**src/rtl/srb_chain.sv**
```systemverilog
// Shift-register bank feeding sliding-window operands to the XNOR/popcount datapath.
// A two-state FSM runs LOAD/CLEAR commands and SHIFT/ROTATE bursts, then pulses done.
module srb_chain #(
    parameter int WIDTH = 1,
    parameter int DEPTH = 8,
    parameter int CNT_W = 4
) (
    input  logic                     clk,
    input  logic                     rst,
    input  logic                     start,
    input  logic [1:0]               mode,
    input  logic [CNT_W-1:0]         shift_len,
    input  logic [WIDTH-1:0]         ser_in,
    input  logic [DEPTH*WIDTH-1:0]   par_in,
    output logic [DEPTH*WIDTH-1:0]   par_out,
    output logic [WIDTH-1:0]         ser_out,
    output logic                     busy,
    output logic                     done
);

    typedef enum logic [1:0] {
        MODE_LOAD   = 2'b00,
        MODE_SHIFT  = 2'b01,
        MODE_ROTATE = 2'b10,
        MODE_CLEAR  = 2'b11
    } mode_e;

    typedef enum logic {
        IDLE = 1'b0,
        RUN  = 1'b1
    } state_e;

    // Operation applied uniformly to every stage this cycle.
    typedef enum logic [1:0] {
        OP_HOLD,
        OP_SHIFT,
        OP_PAR,
        OP_ZERO
    } op_e;

    state_e           state_q, state_d;
    mode_e            mode_q, mode_d;
    logic [CNT_W-1:0] cnt_q, cnt_d;
    logic             done_q, done_d;
    logic [WIDTH-1:0] stage_q [DEPTH];
    logic [WIDTH-1:0] stage_d [DEPTH];
    logic [WIDTH-1:0] nbr     [DEPTH];
    op_e              op;
    mode_e            mode_in;

    assign mode_in = mode_e'(mode);

    always_comb begin
        // NOTE: every always_comb output gets a default first so no path leaves it unassigned (no latch).
        state_d = state_q;
        mode_d  = mode_q;
        cnt_d   = cnt_q;
        done_d  = 1'b0;
        op      = OP_HOLD;
        case (state_q)
            IDLE: begin
                if (start) begin
                    case (mode_in)
                        MODE_LOAD: begin
                            op     = OP_PAR;
                            done_d = 1'b1;
                        end
                        MODE_CLEAR: begin
                            op     = OP_ZERO;
                            done_d = 1'b1;
                        end
                        default: begin
                            if (shift_len == '0) begin
                                done_d = 1'b1;
                            end else begin
                                mode_d  = mode_in;
                                cnt_d   = shift_len;
                                state_d = RUN;
                            end
                        end
                    endcase
                end
            end
            RUN: begin
                op    = OP_SHIFT;
                cnt_d = cnt_q - 1'b1;
                if (cnt_q == CNT_W'(1)) begin
                    state_d = IDLE;
                    done_d  = 1'b1;
                end
            end
            default: state_d = IDLE;
        endcase
    end

    // Neighbour feeding each stage; stage 0 takes ser_in or wraps from the tail.
    always_comb begin
        nbr[0] = (mode_q == MODE_ROTATE) ? stage_q[DEPTH-1] : ser_in;
        for (int i = 1; i < DEPTH; i++) begin
            nbr[i] = stage_q[i-1];
        end
    end

    always_comb begin
        for (int i = 0; i < DEPTH; i++) begin
            case (op)
                OP_SHIFT: stage_d[i] = nbr[i];
                OP_PAR:   stage_d[i] = par_in[i*WIDTH +: WIDTH];
                OP_ZERO:  stage_d[i] = '0;
                default:  stage_d[i] = stage_q[i];
            endcase
        end
    end

    always_ff @(posedge clk) begin
        // NOTE: sequential state uses non-blocking assignments so all flops update together.
        if (!rst) begin
            state_q <= IDLE;
            mode_q  <= MODE_LOAD;
            cnt_q   <= '0;
            done_q  <= 1'b0;
            for (int i = 0; i < DEPTH; i++) begin
                stage_q[i] <= '0;
            end
        end else begin
            state_q <= state_d;
            mode_q  <= mode_d;
            cnt_q   <= cnt_d;
            done_q  <= done_d;
            for (int i = 0; i < DEPTH; i++) begin
                stage_q[i] <= stage_d[i];
            end
        end
    end

    always_comb begin
        for (int i = 0; i < DEPTH; i++) begin
            par_out[i*WIDTH +: WIDTH] = stage_q[i];
        end
    end

    assign ser_out = stage_q[DEPTH-1];
    assign busy    = (state_q == RUN);
    assign done    = done_q;

endmodule

```
**config.mk**
```make
export PLATFORM = sky130hd
export DESIGN_NAME = srb_chain
export DESIGN_NICKNAME = d
export VERILOG_FILES = /design/src/rtl/srb_chain.sv
export SDC_FILE = /design/constraint.sdc
export NUM_CORES = 1
export LEC_CHECK = 0
export CAP_MARGIN = 20
export CORE_MARGIN = 2
export CORE_UTILIZATION = 51
export CTS_BUF_LIST = sky130_fd_sc_hd__clkbuf_8
export DETAILED_ROUTE_END_ITERATION = 12
export PLACE_DENSITY = 0.91
export SYNTH_ARGS = -nofsm -noshare
export SYNTH_HDL_FRONTEND = slang
export SYNTH_SLANG_ARGS = --single-unit
```
**constraint.sdc**
```tcl
create_clock -name clk -period 3 [get_ports clk]
set_input_delay 0.6 -clock clk [delete_from_list [all_inputs] [get_ports clk]]
set_output_delay 0.6 -clock clk [all_outputs]
set_load 0.01 [all_outputs]
```
==> flow_metrics.env <==
export IMPL_status="complete, no violations"
export IMPL_viasPerCell=5.75
export IMPL_synth_edf_count=1
export IMPL_max_slew_margin_pct=65.0
export IMPL_clock_power_share_pct=27.5
export IMPL_vias=845
export IMPL_path_clk_slew_ns=0.06
export IMPL_ys_flop_type="dfxtp_1"
export IMPL_dieArea_um2=2130
export IMPL_place_ws_ns=0.224
export IMPL_worstPathCellList="clkdlybuf4s50_1 > ha_1 > nor2b_1 > ha_1 > nor3b_1 > a21oi_1 > o21ai_0 > and2_1"
export IMPL_fin_area_um2=1220
export IMPL_synth_cells=103
export IMPL_root_buffer="clkbuf_8"
export IMPL_syn_avg_cell_area_um2=8.79
export IMPL_worstSetupStartpointType="primary input"
export IMPL_min_delay_start="cnt_q[1]"
export IMPL_postCtsSetupRepairBufs=0
export IMPL_path_max_fanout=15
export IMPL_synthMostInstantiatedCell="dfxtp_1"
export IMPL_whs_ns=0.466
export IMPL_clock_fmax_mhz=398
export IMPL_period_share_pct=83.8
export IMPL_p_leak_nw=0.506
export IMPL_drv_cap=0
export IMPL_wl_per_cell_um=13.5
export IMPL_crit_arrival_ns=2.65
export IMPL_dp_hpwl_mm=1.58
export IMPL_skew_ns=0.00234
export IMPL_ys_top_cells_by_count="dfxtp_1 (15), a21oi_1 (12), nand2_1 (12), ha_1 (7), inv_1 (7)"
export IMPL_nFillCells=132
export IMPL_first_iter_violations=12
export IMPL_dp_cells=143
export IMPL_slowest_stage="ha_1"
export IMPL_cts_hold_fix_buffers=0
export IMPL_critPathMostFrequentCell="ha_1"
export IMPL_synth_area_um2=906
export IMPL_final_setup_worst_slack_ns=0.487
export IMPL_final_cells=147
export IMPL_synthArstFlopShare_pct=0
export IMPL_synth_cell_types=30
export IMPL_grt_max_degree=18
export IMPL_core_um2=1690
export IMPL_die_height_um=46.1
export IMPL_slowest_delay_ns=0.48
export IMPL_cts_resized=0
export IMPL_cts_max_level=1
export IMPL_reg2reg_from="busy"
export IMPL_r2r_slack_ns=0.98
export IMPL_cts_max_path_buffers=2
export IMPL_grt_ovfl_total=0
export IMPL_hp_class="reg2reg"
export IMPL_antenna_found_initial=0
export IMPL_reg2reg_to="stage_q[0][3]"
export IMPL_startpoint="mode[0]"
export IMPL_grt_total_usage_pct=21.1
export IMPL_ys_seq_elements=16
export IMPL_min_period_ns=2.51
export IMPL_comb_power_share_pct=27.7
export IMPL_area_growth_pct=35.2
export IMPL_crit_path_end="stage_q[0][3]"
export IMPL_postRouteAntennaNets=0
export IMPL_worstMarginPinSlew_ns=0.524
export IMPL_synth_nets=128
export IMPL_io_buffers=28
export IMPL_die_x_um=46.1
export IMPL_cts_tree="done"
export IMPL_nets=156
export IMPL_clock_sinks=16
export IMPL_hold_violations=0
export IMPL_rsz0062_at_grt="false"
export IMPL_power_density_nw_per_um2=471
export IMPL_switching_share_pct=27.8
export IMPL_criticalPathCategory="in2reg"
export IMPL_drive_gt1_share_pct=4.62
export IMPL_diodes=0
export IMPL_ys_seq_area_share_pct=36.5
export IMPL_seqPwrFrac_pct=44.8
export IMPL_ir_drop_v=0.000263
export IMPL_fp_row_count=15
export IMPL_first_pass_iters=4
export IMPL_slew_viol_final=0
export IMPL_drt_wl_total_mm=1.99
export IMPL_p_switching_mw=0.160
export IMPL_internal_power_mw=0.417
export IMPL_fin_util_pct=72.5
export IMPL_fin_setup_tns_ns=0
export IMPL_clock_latency_ns=0.24
export IMPL_gp_congestion=0.790
export IMPL_rr_worst_depth=7
export IMPL_yosysTopAreaCell="dfxtp_1"
export IMPL_finalSetupViolCount=0
export IMPL_grt_pass1_vias=801
export IMPL_placed_area_um2=1180
export IMPL_yosys_top_cells_area="dfxtp_1 (33%), ha_1 (9.7%), a21oi_1 (6.6%)"
export IMPL_cts_buffers=3
export IMPL_io_pins=29
export IMPL_synth_top_area_share_pct=33.1
export IMPL_grt_pass1_wl_mm=3.25
export IMPL_worstSetupEndpointType="flop"
export IMPL_initial_utilization_pct=53.6
export IMPL_synth_warnings=0
export IMPL_drcViolationCount=0
export IMPL_critPathRequiredTime_ns=3.14
export IMPL_total_power_mw=0.577
==> per-layer routing <==
metal	vias up	global-route usage [%]	wire length, um
li1	416	-	-
met1	377	24.1	839
met2	44	37.2	952
met3	8	3.92	116
met4	0	9.71	76
met5	-	0	0
==> cells in the final DEF (no fill, tap or decap), types with 2 or more instances in the layout <==
cell type | netlist | final
nor3b_1 | 5 | 5
dfxtp_1 | 15 | 15
nand3_1 | 2 | 2
nand2_1 | 12 | 12
clkbuf_8 | 0 | 3
ha_1 | 7 | 7
nor2b_1 | 5 | 5
o211a_1 | 3 | 3
a31oi_1 | 2 | 2
nor3_1 | 3 | 3
clkdlybuf4s50_1 | 0 | 28
o21ai_0 | 5 | 5
inv_1 | 7 | 8
a21oi_1 | 12 | 12
o311ai_0 | 2 | 2
mux2i_1 | 3 | 3
and2_1 | 3 | 3
==> power groups by stage <==
| stage | registers (mW) | clock network [mW] | logic (mW) |
|---|---|---|---|
| floorplan | 0.263 | 0 | 0.0898 |
| global placement | 0.261 | 0 | 0.155 |
| detailed placement | 0.263 | 0 | 0.160 |
| CTS | 0.259 | 0.164 | 0.161 |
| global route | 0.261 | 0.173 | 0.179 |
| finish | 0.259 | 0.159 | 0.160 |
==> area by class of cell <==
class,count,area (um^2),share of cell area [%]
multi-input combinational,75,522,42.6
timing repair buffer,28,280,22.9
inverter,7,26.3,2.15
tap,17,21.3,1.74
clock buffer,3,41.3,3.37
sequential,16,330,27.0
clock inverter,1,3.75,0.306
==> state kept, by name, indices dropped and copies added, names as in the netlist <==
name / cells
stage_q: 8
cnt_q: 4
mode_q: 2
busy: 1
done: 1
==> kinds of logic after synthesis <==
kind of cell	synth area share [%]
AND/OR/NAND/NOR	24.7
buffers and inverters	5.94
flip-flops	36.5
AO/OA/AOI/OAI	18.9
multiplexers	3.32
XOR/XNOR	0.967
adder cells (fa/ha/maj)	9.67
==> worst max-delay path, delay by kind of cell <==
family                     cells  cell delay [ns]
buffers and inverters          1             0.43
AOI/OAI and AO/OA              2             0.21
and+or+nand+nor                3             0.53
adders and majority gates      2             0.89
==> worst min-delay path by stage <==
stage	to	slack (ns)	depth (start not counted)
3_3_place_gp	cnt_q[1]	0.46	2
4_1_cts	cnt_q[1]	0.47	2
5_1_grt	cnt_q[1]	0.49	2
2_1_floorplan	cnt_q[1]	0.44	2
6_report	cnt_q[1]	0.47	2
3_5_place_dp	cnt_q[1]	0.46	2
(Power assumes the default switching activity.)
